`config.mk`:
```
export PLATFORM = sky130hd
export DESIGN_NAME = packet_sink
export DESIGN_NICKNAME = d
export VERILOG_FILES = /design/src/rtl/packet_sink.sv
export SDC_FILE = /design/constraint.sdc
export NUM_CORES = 1
export LEC_CHECK = 0
export ABC_AREA = 1
export BUFFER_PORTS_ARGS = -buffer_cell sky130_fd_sc_hd__buf_2
export CORE_MARGIN = 4
export CORE_UTILIZATION = 30
export DETAILED_ROUTE_END_ITERATION = 8
export PLACE_DENSITY_LB_ADDON = 0.08
export SLEW_MARGIN = 20
export SYNTH_ARGS = -nofsm -noshare
export SYNTH_HDL_FRONTEND = slang
export SYNTH_SLANG_ARGS = --single-unit
```
`constraint.sdc`:
```
create_clock -name clk_i -period 4.25 [get_ports clk_i]
set_input_delay 0.85 -clock clk_i [delete_from_list [all_inputs] [get_ports clk_i]]
set_output_delay 0.85 -clock clk_i [all_outputs]
set_load 0.02 [all_outputs]
```
`src/rtl/packet_sink.sv`:
```
// Receiving end of a two-phase req/ack flit link: reassembles FLITS-flit packets
// (flit MSB marks a head), flags framing errors and stops after PACKETS packets.
module packet_sink #(
  parameter int ID      = 0,
  parameter int FLITS   = 8,
  parameter int SIZE    = 8,
  parameter int PACKETS = 2
) (
  input  logic                    clk_i,
  input  logic                    rst_ni,
  input  logic                    req_i,
  input  logic [SIZE-1:0]         data_i,
  input  logic                    stall_i,
  output logic                    ack_o,
  output logic                    pkt_valid_o,
  output logic [FLITS*SIZE-1:0]   pkt_data_o,
  output logic [7:0]              packet_count_o,
  output logic                    error_o,
  output logic                    done_o
);

  localparam logic [1:0] S_IDLE = 2'd0;
  localparam logic [1:0] S_BODY = 2'd1;
  localparam logic [1:0] S_DONE = 2'd2;

  localparam logic [7:0] LAST_IDX   = 8'(FLITS - 1);
  localparam logic [7:0] PKT_TARGET = 8'(PACKETS);

  if (FLITS < 1 || FLITS > 255 || PACKETS < 1 || PACKETS > 255 || SIZE < 1 || ID < 0) begin : g_bad_params
    $error("packet_sink: illegal parameter set");
  end

  logic [1:0]            state_q, state_d;
  logic                  req_old_q, req_old_d;
  logic                  ack_q, ack_d;
  logic [7:0]            cnt_q, cnt_d;
  logic                  pkt_valid_q, pkt_valid_d;
  logic [FLITS*SIZE-1:0] pkt_data_q, pkt_data_d;
  logic [7:0]            pkt_cnt_q, pkt_cnt_d;
  logic                  error_q, error_d;
  logic [FLITS*SIZE-1:0] buf_q;
  logic [FLITS*SIZE-1:0] buf_merged;

  logic                  accept;
  logic                  head;
  logic                  wr_en;
  logic [7:0]            wr_idx;
  logic                  complete;

  // A held toggle stays pending until accepted, so stall never loses a flit.
  assign accept = (req_i ^ req_old_q) && !stall_i && (state_q != S_DONE);
  assign head   = data_i[SIZE-1];

  // Buffer with the current flit already merged, so completion sees the final flit.
  for (genvar gi = 0; gi < FLITS; gi++) begin : g_slot
    assign buf_merged[gi*SIZE +: SIZE] = (wr_en && (wr_idx == 8'(gi))) ? data_i
                                                                       : buf_q[gi*SIZE +: SIZE];
  end

  always_comb begin
    state_d     = state_q;
    req_old_d   = req_old_q;
    ack_d       = ack_q;
    cnt_d       = cnt_q;
    pkt_valid_d = 1'b0;
    pkt_data_d  = pkt_data_q;
    pkt_cnt_d   = pkt_cnt_q;
    error_d     = error_q;
    wr_en       = 1'b0;
    wr_idx      = 8'd0;
    complete    = 1'b0;

    if (accept) begin
      req_old_d = req_i;
      ack_d     = ~ack_q;
      if (head) begin
        // A head inside a packet drops the partial packet and restarts from it.
        if (state_q == S_BODY) error_d = 1'b1;
        wr_en    = 1'b1;
        wr_idx   = 8'd0;
        cnt_d    = 8'd1;
        state_d  = S_BODY;
        complete = (LAST_IDX == 8'd0);
      end else if (state_q == S_BODY) begin
        wr_en    = 1'b1;
        wr_idx   = cnt_q;
        cnt_d    = cnt_q + 8'd1;
        complete = (cnt_q == LAST_IDX);
      end else begin
        error_d = 1'b1;
      end

      if (complete) begin
        pkt_valid_d = 1'b1;
        pkt_data_d  = buf_merged;
        pkt_cnt_d   = pkt_cnt_q + 8'd1;
        cnt_d       = 8'd0;
        state_d     = (pkt_cnt_q + 8'd1 == PKT_TARGET) ? S_DONE : S_IDLE;
      end
    end
  end

  always_ff @(posedge clk_i or negedge rst_ni) begin
    if (!rst_ni) begin
      state_q     <= S_IDLE;
      req_old_q   <= 1'b0;
      ack_q       <= 1'b0;
      cnt_q       <= 8'd0;
      pkt_valid_q <= 1'b0;
      pkt_data_q  <= '0;
      pkt_cnt_q   <= 8'd0;
      error_q     <= 1'b0;
    end else begin
      state_q     <= state_d;
      req_old_q   <= req_old_d;
      ack_q       <= ack_d;
      cnt_q       <= cnt_d;
      pkt_valid_q <= pkt_valid_d;
      pkt_data_q  <= pkt_data_d;
      pkt_cnt_q   <= pkt_cnt_d;
      error_q     <= error_d;
    end
  end

  // Reassembly storage needs no reset: every slot is rewritten before it is published.
  always_ff @(posedge clk_i) begin
    if (wr_en) buf_q <= buf_merged;
  end

  assign ack_o          = ack_q;
  assign pkt_valid_o    = pkt_valid_q;
  assign pkt_data_o     = pkt_data_q;
  assign packet_count_o = pkt_cnt_q;
  assign error_o        = error_q;
  assign done_o         = (state_q == S_DONE);

endmodule

```
# Word level (Yosys, flattened, before mapping)
# Index checks and enable logic that the tools add are counted.
[classes] n_addsub=2 mul=0 div_mod_pow=0 magnitude_cmp=0 n_eq_ne=14 shifts=0 mux=28 n_bitwise=2 n_reduce_logical=18
[ops] operator="8-bit 2-to-1 mux" count=14
[ops] operator="8-bit by 3-bit == test with 1-bit output (second input constant)" count=5
[ops] operator="8-bit by 2-bit == test with 1-bit output (second input constant)" count=3
[ops] operator="8-bit by 1-bit adder with 8-bit output (second input constant)" count=2
[ops] operator="1-bit 2-to-1 mux" count=11
[ops] operator="1-bit logical AND" count=10
[ops] operator="8-bit by 1-bit == test with 1-bit output (second input constant)" count=1
[ops] operator="8-bit logical NOT" count=1
[ops] operator="2-bit 2-to-1 mux" count=3
[ops] operator="2-bit AND reduction" count=3
[ops] operator="2-bit != test (second input constant)" count=2
[ops] operator="3-bit AND reduction" count=1
[ops] operator="3-bit nonzero test" count=1
[ops] operator="2-bit by 1-bit == test with 1-bit output (second input constant)" count=1
[ops] operator="2-bit == test (second input constant)" count=1
[ops] operator="2-bit by 1-bit != test with 1-bit output (second input constant)" count=1
[ops] operator="2-bit nonzero test" count=1
[ops] operator="1-bit logical NOT" count=1
[ops] operator="1-bit NOT" count=1
[ops] operator="1-bit bitwise XOR" count=1
[word_totals] register_bits=150 latch_bits=0 ram_bits=0 romBits=0 in_bits=12 output_inout_bits=76 elab_cells=73 n_memories=0

# Depth between registers and ports, before layout
# Gate-level depths: netlist of run 1.
[depth] word_depth=7 ltp_mapped=12 ltp_nobuf=10

# Worst setup path before layout of run 1
# Ideal clock, no wire load.
[synth_timing] path_type="input-to-reg" startpoint="input data_i[7]" endpoint="register cnt_q[5]" setup_time_ns=0.086 t_arrival_ns=3.277 required_time_ns=4.164 setup_slack_ns=0.887 path_stages=7 path_buffers=0 path_cell_list="inv_2 nand2_1 nand3_2 clkinv_1 nand2_1 inv_1 nor3_1"
[synth_between] elab_chain_cells=4 elab_cells_between_ends=6 classes_between="mux: 4; reduce/logical: 2"
[synth_rtl] element="start, declared" line="12" source="input logic [SIZE-1:0] data_i,"
[synth_rtl] element="1-bit 2-to-1 mux" line="76" source="if (head) begin"
[synth_rtl] element="1-bit 2-to-1 mux" line="73" source="if (accept) begin"
[synth_rtl] element="3-bit nonzero test (no line)"
[synth_rtl] element="2-bit AND reduction (no line)"
[synth_rtl] element="end signal, assigned" line="117" source="cnt_q <= cnt_d;"
[synth_rtl] element="end, declared" line="36" source="logic [7:0] cnt_q, cnt_d;"
# Parallel ways exist; a longest one is shown, timed or not. The select of a mux whose other input is x is not followed.
# A chain may end at the register's enable or synchronous reset.

# Worst setup path after layout of run 1
[layout_timing] startpoint="input req_i" endpoint="register pkt_data_q[25] (netlist: pkt_data_o[25])"
[layout_between] elab_chain_cells=7 elab_cells_between_ends=9 classes_between="eq/ne: 1; mux: 3; bitwise: 1; reduce/logical: 4"
[layout_rtl] element="start, declared" line="11" source="input logic req_i,"
[layout_rtl] element="1-bit bitwise XOR (*)" line="51" source="assign accept = (req_i ^ req_old_q) && !stall_i && (state_q != S_DONE);"
[layout_rtl] element="1-bit logical AND (*) (2 in series)" line="51"
[layout_rtl] element="8-bit 2-to-1 mux" line="73"
[layout_rtl] element="8-bit by 2-bit == test with 1-bit output" line="56" source="assign buf_merged[gi*SIZE +: SIZE] = (wr_en && (wr_idx == 8'(gi))) ? data_i"
[layout_rtl] element="1-bit logical AND" line="56"
[layout_rtl] element="8-bit 2-to-1 mux" line="56"
[layout_rtl] element="end signal, assigned" line="119" source="pkt_data_q <= pkt_data_d;"
[layout_rtl] element="end, declared" line="38" source="logic [FLITS*SIZE-1:0] pkt_data_q, pkt_data_d;"
# Every way passes the cells marked *; elsewhere a longest branch is shown, timed or not.

==> run_results.csv, run 1 <==
group,metric,value,unit
clocking,cts_buffers,17,
worst_setup_path,path_common_cell,"nand2_1",
global_route,grt_pass1_vias,5368,
global_route,grt_max_degree,87,
sta,relSlewSlack,35.3,%
worst_setup_path,reg2regPathDepth,10,
routing,avgViaCountPerCell,4.49,
sta,period_minus_slack,2.57,ns
placement,gp_congestion,0.751,
clocking,post_cts_buffers,0,
clocking,cts_tree,"done",
worst_setup_path,critPathKind,"in -> reg",
logic_synthesis,synth_largest_area_cell,"dfrtp_1",
worst_setup_path,path_cells,"buf_2 > inv_1 > nand2_1 > nand2_1 > nor2_4 > nand2_2 > inv_1 > buf_4 > nand3_1 > nand2_1",
clocking,cts-root-buf,"clkbuf_16",
pwr,total_power,4.13,mW
sta,slew_viol_final,0,
layout,fin_cells,1185,
global_route,grt_first_pass_wirelength,29.7,mm
global_route,grt_remaining_overflow,0,
layout,drive_gt1_share,16.3,%
worst_hold_path,hold_end,"ack_o",
logic_synthesis,synthTopCellsByCount,"235 x nand2_1, 120 x nand3_1, 97 x inv_1",
logic_synthesis,synth_xor_xnor_area_share,1.13,%
global_route,grt.total_usage,14.6,%
worst_setup_path,crit_family,"buffers and inverters",
logic_synthesis,yosys_register_bits,150,
logic_synthesis,synth-seq-area-share,58.4,%
worst_setup_path,start_kind,"input port",
logic_synthesis,synth_cell_types,30,
clocking,clk_pin_slew_worst_paths,0.06,ns
clocking,cts_buffer_depth,2,
floorplan,die_w,160,um
worst_setup_path,r2r-start,"cnt_q[1]",
placement,io_buffers,87,
logic_synthesis,synth-edff-count,64,
logic_synthesis,yosysMostFrequentCell,"nand2_1",
global_route,antenna_found_initial,0,
logic_synthesis,ys_warn_count,0,
logic_synthesis,synth_area_leaders,"dfrtp_1 31%, edfxtp_1 28%, nand2_1 13%, nand3_1 8.6%, inv_1 5.2%",
clocking,htreeDepth,4,
layout,fill_cells,2327,
placement,place_inst,1154,
clocking,cts_resized,0,
placement,post-dp-hpwl,11.7,mm
sta,skew,0.0101,ns
routing,drtIter0Drc,471,
worst_setup_path,critPathMaxStageDelay,0.71,ns
routing,vias,5322,
logic_synthesis,synth_fa_ha_area_share,0.538,%
worst_setup_path,end_kind,"register",
logic_synthesis,netlist_area,6980,um^2
pwr,p_leak,4.20,nW
floorplan,row_count,55,
sta,rsz0062_at_grt,"no",
floorplan,io_pins,88,
flow_run,maxCapViolations,0,
layout,antenna_cells,0,
worst_hold_path,worstHoldPathType,"reg -> reg",
logic_synthesis,synth_top_family_by_area,"simple AND/OR/NAND/NOR gates",
logic_synthesis,synth_compound_area_share,1.88,%
floorplan,core,22800,um^2
sta,setup_viol,0,
clocking,cts_sinks,150,
layout,area_growth,18.8,%
logic_synthesis,yosys.area.top_type_share,30.8,%
floorplan,die_y,160,um
logic_synthesis,synth_flop_cell,"dfrtp_1",
worst_hold_path,hold_start,"ack_o",
logic_synthesis,synth-simple-area-share,30.6,%
outcome,outcome,"completed",
pwr,peakVddDrop,0.233,mV
clocking,holdBufCountCts,0,
logic_synthesis,synthesis.nets,789,
routing,drc,0,
worst_setup_path,crit_path_max_fanout,27,
routing,wl,18.4,mm
floorplan,initial_utilization,30.6,%
clocking,clk_latency,0.42,ns
worst_hold_path,hold_depth,1,
sta,worst_pin_slew,0.970,ns
worst_setup_path,cp_slowest_cell,"inv_1",
worst_setup_path,worstPathArrival,2.92,ns
pwr,p_per_area,498,nW/um^2
worst_setup_path,ff2ff_setup_slack,1.72,ns
logic_synthesis,synth_area_per_cell,9.01,um^2
worst_setup_path,critPathBufInv,4,
routing,drtAntennaViolNets,0,
sta,finalHoldViolCount,0,
routing,avgRoutedWirePerCell,15.5,um
sta,tns,0,ns
worst_setup_path,r2r_end,"pkt_data_o[25]",
routing,drt_first_pass_iters,5,
floorplan,die-area,25800,um^2
logic_synthesis,synth_mux_area_share,0,%
logic_synthesis,synthArstFlopShare,57.3,%
layout,num-nets-final,875,
logic_synthesis,syn_inst,774,
worst_setup_path,cp.required,4.61,ns
sta,fmax,0.389,GHz
sta,min_period_over_period,60.4,%
[how the worst max path moves through the flow]
stage / startpoint / to / cells past startpoint / slack (ns)
global route: cnt_q[2] / pkt_data_o[25] / 11 / 1.44
floorplan: data_i[7] / cnt_q[5] / 7 / 0.89
detailed placement: req_i / pkt_data_o[25] / 10 / 1.18
global placement: stall_i / pkt_data_o[25] / 9 / 1.26
CTS: req_i / pkt_data_o[25] / 10 / 1.63
finish: req_i / pkt_data_o[25] / 10 / 1.68
[kinds of logic (layout without fill, tap and decap cells)]
kind of cell / after synthesis / count (layout)
fa+ha+maj: 3 / 3
flops: 150 / 150
buf+inv: 126 / 224
xor+xnor: 9 / 9
compound gates: 24 / 24
simple gates: 462 / 462
[registers in the layout, summed over array words and instances, names as in the netlist]
signal,count
state_q,2
req_old_q,1
pkt_valid_o,1
buf_q,64
pkt_data_o,64
error_o,1
cnt_q,8
packet_count_o,8
ack_o,1
[area by class of cell]
cell class / count / area (um^2) / area share [%]
inverter: 100 / 375 / 4.53
clock buffer: 20 / 468 / 5.64
sequential: 150 / 4070 / 49.1
clock inverter: 11 / 96.3 / 1.16
multi-input combinational: 498 / 2390 / 28.8
timing repair buffer: 93 / 499 / 6.02
tap: 313 / 392 / 4.72
[layout by cell type, fill, tap and decap left out, drive strengths merged]
| cell type | Yosys | layout |
|---|---|---|
| nand4 | 10 | 10 |
| xor2 | 8 | 8 |
| ha | 3 | 3 |
| o21ai | 15 | 15 |
| a21oi | 6 | 6 |
| clkinv | 1 | 3 |
| nand3 | 126 | 126 |
| buf | 18 | 93 |
| clkbuf | 8 | 20 |
| nor3 | 4 | 4 |
| clkinvlp | 0 | 3 |
| nand2 | 235 | 235 |
| edfxtp | 64 | 64 |
| nor4 | 2 | 2 |
| and2 | 56 | 56 |
| or2 | 1 | 1 |
| a31o | 1 | 1 |
| o22ai | 1 | 1 |
| xnor2 | 1 | 1 |
| o21a | 1 | 1 |
| nor2 | 27 | 27 |
| inv | 99 | 104 |
| nand3b | 1 | 1 |
| dfrtp | 86 | 86 |
| bufinv | 0 | 1 |
[worst register-to-register path, delay by kind of cell, from the launching register on]
family / cells / cell delay, ns
DFF: 1 / 0.42
buffers and inverters: 3 / 1.20
adders and majority gates: 1 / 0.29
and+or+nand+nor: 6 / 0.56
[where the power goes]
part	internal (mW)	leakage [nW]	switching, mW	total, mW
logic	0.259	2.18	0.539	0.798
registers	1.74	1.75	0.121	1.86
clock network	0.853	0.272	0.621	1.47
total	2.85	4.20	1.28	4.13
[layer usage]
metal | vias up | part of all wire, % | track usage [%]
met5 | - | 0 | 0
met4 | 0 | 1.3 | 4.22
met3 | 16 | 4.4 | 2.77
met2 | 118 | 45 | 22.5
met1 | 2534 | 49 | 21.1
li1 | 2654 | - | -
[per-stage QoR]
step	util [%]	area [um^2]	hold WS [ns]	setup slack, ns
2_1_floorplan	-	6980	0.488	0.887
3_3_place_gp	33.9	7720	0.451	1.26
3_5_place_dp	33.9	7730	0.452	1.18
4_1_cts	36.4	8290	0.464	1.63
5_1_grt	36.4	8290	0.478	1.44
6_report	36.4	8290	0.459	1.68
Note: power is estimated with default switching activity, not from simulation.
==> run 2, diff against run 1 <==
==> constraint.sdc (replaced) <==
create_clock -name clk_i -period 2.7 [get_ports clk_i]
set_input_delay 0.54 -clock clk_i [delete_from_list [all_inputs] [get_ports clk_i]]
set_output_delay 0.54 -clock clk_i [all_outputs]
set_load 0.02 [all_outputs]
==> run 2 against run 1 <==
Compared with the run above:
- core utilization rose by 0.43 points
- first-iteration DRC count fell by 13%
- combinational power rose by 59%
- register-to-register slack got worse by 1.4 ns
- clock-buffer cell count rose by 2
- clock power rose by 57%
- critical path type is now reg -> reg
==> run_results.csv, run 2 (synthesis results as in run 1) <==
group,metric,value,unit
layout,area_growth,20.2,%
sta,fmax,0.417,GHz
sta,finalHoldViolCount,0,
clocking,clk_pin_slew_worst_paths,0.06,ns
worst_hold_path,worstHoldPathType,"in -> async",
clocking,cts_buffers,17,
worst_setup_path,worstPathArrival,2.57,ns
sta,tns,0,ns
global_route,grt.total_usage,14.6,%
clocking,cts-root-buf,"clkbuf_16",
worst_setup_path,critPathBufInv,0,
routing,drc,0,
global_route,grt_first_pass_wirelength,29.7,mm
global_route,grt_remaining_overflow,0,
pwr,p_per_area,775,nW/um^2
placement,io_buffers,87,
sta,setup_viol,0,
pwr,peakVddDrop,0.348,mV
worst_setup_path,end_kind,"register",
placement,place_inst,1163,
layout,antenna_cells,0,
outcome,outcome,"completed",
clocking,cts_tree,"done",
flow_run,maxCapViolations,0,
sta,holdWs,0.120,ns
worst_setup_path,path_common_cell,"nand2_1",
sta,relSlewSlack,48.2,%
floorplan,io_pins,88,
sta,worst_pin_slew,0.776,ns
placement,post-dp-hpwl,11.9,mm
placement,dp_slack,0.170,ns
placement,postPlaceCellArea,7830,um^2
global_route,grt_pass1_vias,5365,
sta,slew_viol_final,0,
worst_setup_path,start_kind,"register",
clocking,cts_sinks,150,
layout,fin_area,8390,um^2
clocking,clk_latency,0.42,ns
sta,worst_slack,0.303,ns
global_route,antenna_found_initial,0,
worst_setup_path,crit_start,"state_q[1]",
clocking,holdBufCountCts,0,
worst_setup_path,cp_slowest_cell,"nand3_1",
worst_setup_path,critPathKind,"reg -> reg",
routing,drt_first_pass_iters,5,
sta,rsz0062_at_grt,"no",
floorplan,row_count,55,
pwr,p_leak,4.25,nW
sta,skew,0.00977,ns
floorplan,initial_utilization,30.6,%
floorplan,die_w,160,um
pwr,total_power,6.51,mW
clocking,cts_buffer_depth,2,
worst_setup_path,cp.required,2.88,ns
worst_setup_path,critPathMaxStageDelay,0.49,ns
floorplan,die-area,25800,um^2
worst_setup_path,crit_path_max_fanout,13,
layout,drive_gt1_share,17.1,%
routing,drtIter0Drc,412,
clocking,cts_resized,0,
floorplan,die_y,160,um
layout,fin_cells,1195,
routing,vias,5377,
worst_setup_path,r2r-start,"state_q[1]",
routing,drtAntennaViolNets,0,
worst_setup_path,path_cells,"nand2_1 > nand2_1 > nor2_4 > nand3_1 > nand3_1 > nand2_1 > and2_1",
layout,final_common_cell,"nand2_1",
clocking,post_cts_buffers,0,
sta,min_period_over_period,88.8,%
sta,period_minus_slack,2.40,ns
routing,avgViaCountPerCell,4.50,
routing,avgRoutedWirePerCell,15.3,um
layout,final_util,36.8,%
layout,num-nets-final,884,
clocking,htreeDepth,4,
placement,gp_congestion,0.794,
routing,wl,18.3,mm
floorplan,core,22800,um^2
global_route,grt_max_degree,75,
worst_setup_path,crit_family,"simple AND/OR/NAND/NOR gates",
layout,fill_cells,2327,
layout,final_cell_mix,"234 x nand2_1, 120 x nand3_1, 97 x inv_1, 86 x dfrtp_1, 86 x buf_2",
run 2: per-layer routing:
layer	track usage (%)	part of all wire [%]	wire (um)
met3	2.90	4.5	827
met2	22.7	45	8250
met1	20.7	49	9020
met5	0	0	0
met4	4.22	1.2	218
run 2: final cells by class:
type | instances | area [um^2] | share of cell area [%]
Sequential cell | 150 | 4070 | 48.6
Multi-Input combinational cell | 498 | 2390 | 28.4
Timing Repair Buffer | 102 | 601 | 7.16
Clock buffer | 22 | 464 | 5.53
Tap cell | 313 | 392 | 4.67
Inverter | 100 | 377 | 4.49
Clock inverter | 10 | 96.3 | 1.15
run 2: worst reg2reg max path, delay by kind of cell, from the launching register on:
kind	cells	cell delay, ns
flip-flops	1	0.43
AND/OR/NAND/NOR	7	1.73
run 2: path summary, 6_finish.rpt:
path / to / slack, ns / cells after the start
min: pkt_data_o[38] / 0.12 / 1
min in group clk_i: req_old_q / 0.45 / 3
max reg2reg: buf_q[20] / 0.30 / 7
min reg2reg: error_o / 0.47 / 1
max: buf_q[20] / 0.30 / 7
max in group asynchronous: cnt_q[0] / 1.92 / 2
run 2: power by group:
| group | switching (mW) | internal [mW] |
|---|---|---|
| Clock | 0.986 | 1.32 |
| Combinational | 0.851 | 0.422 |
| Sequential | 0.189 | 2.73 |
| Total | 2.03 | 4.48 |
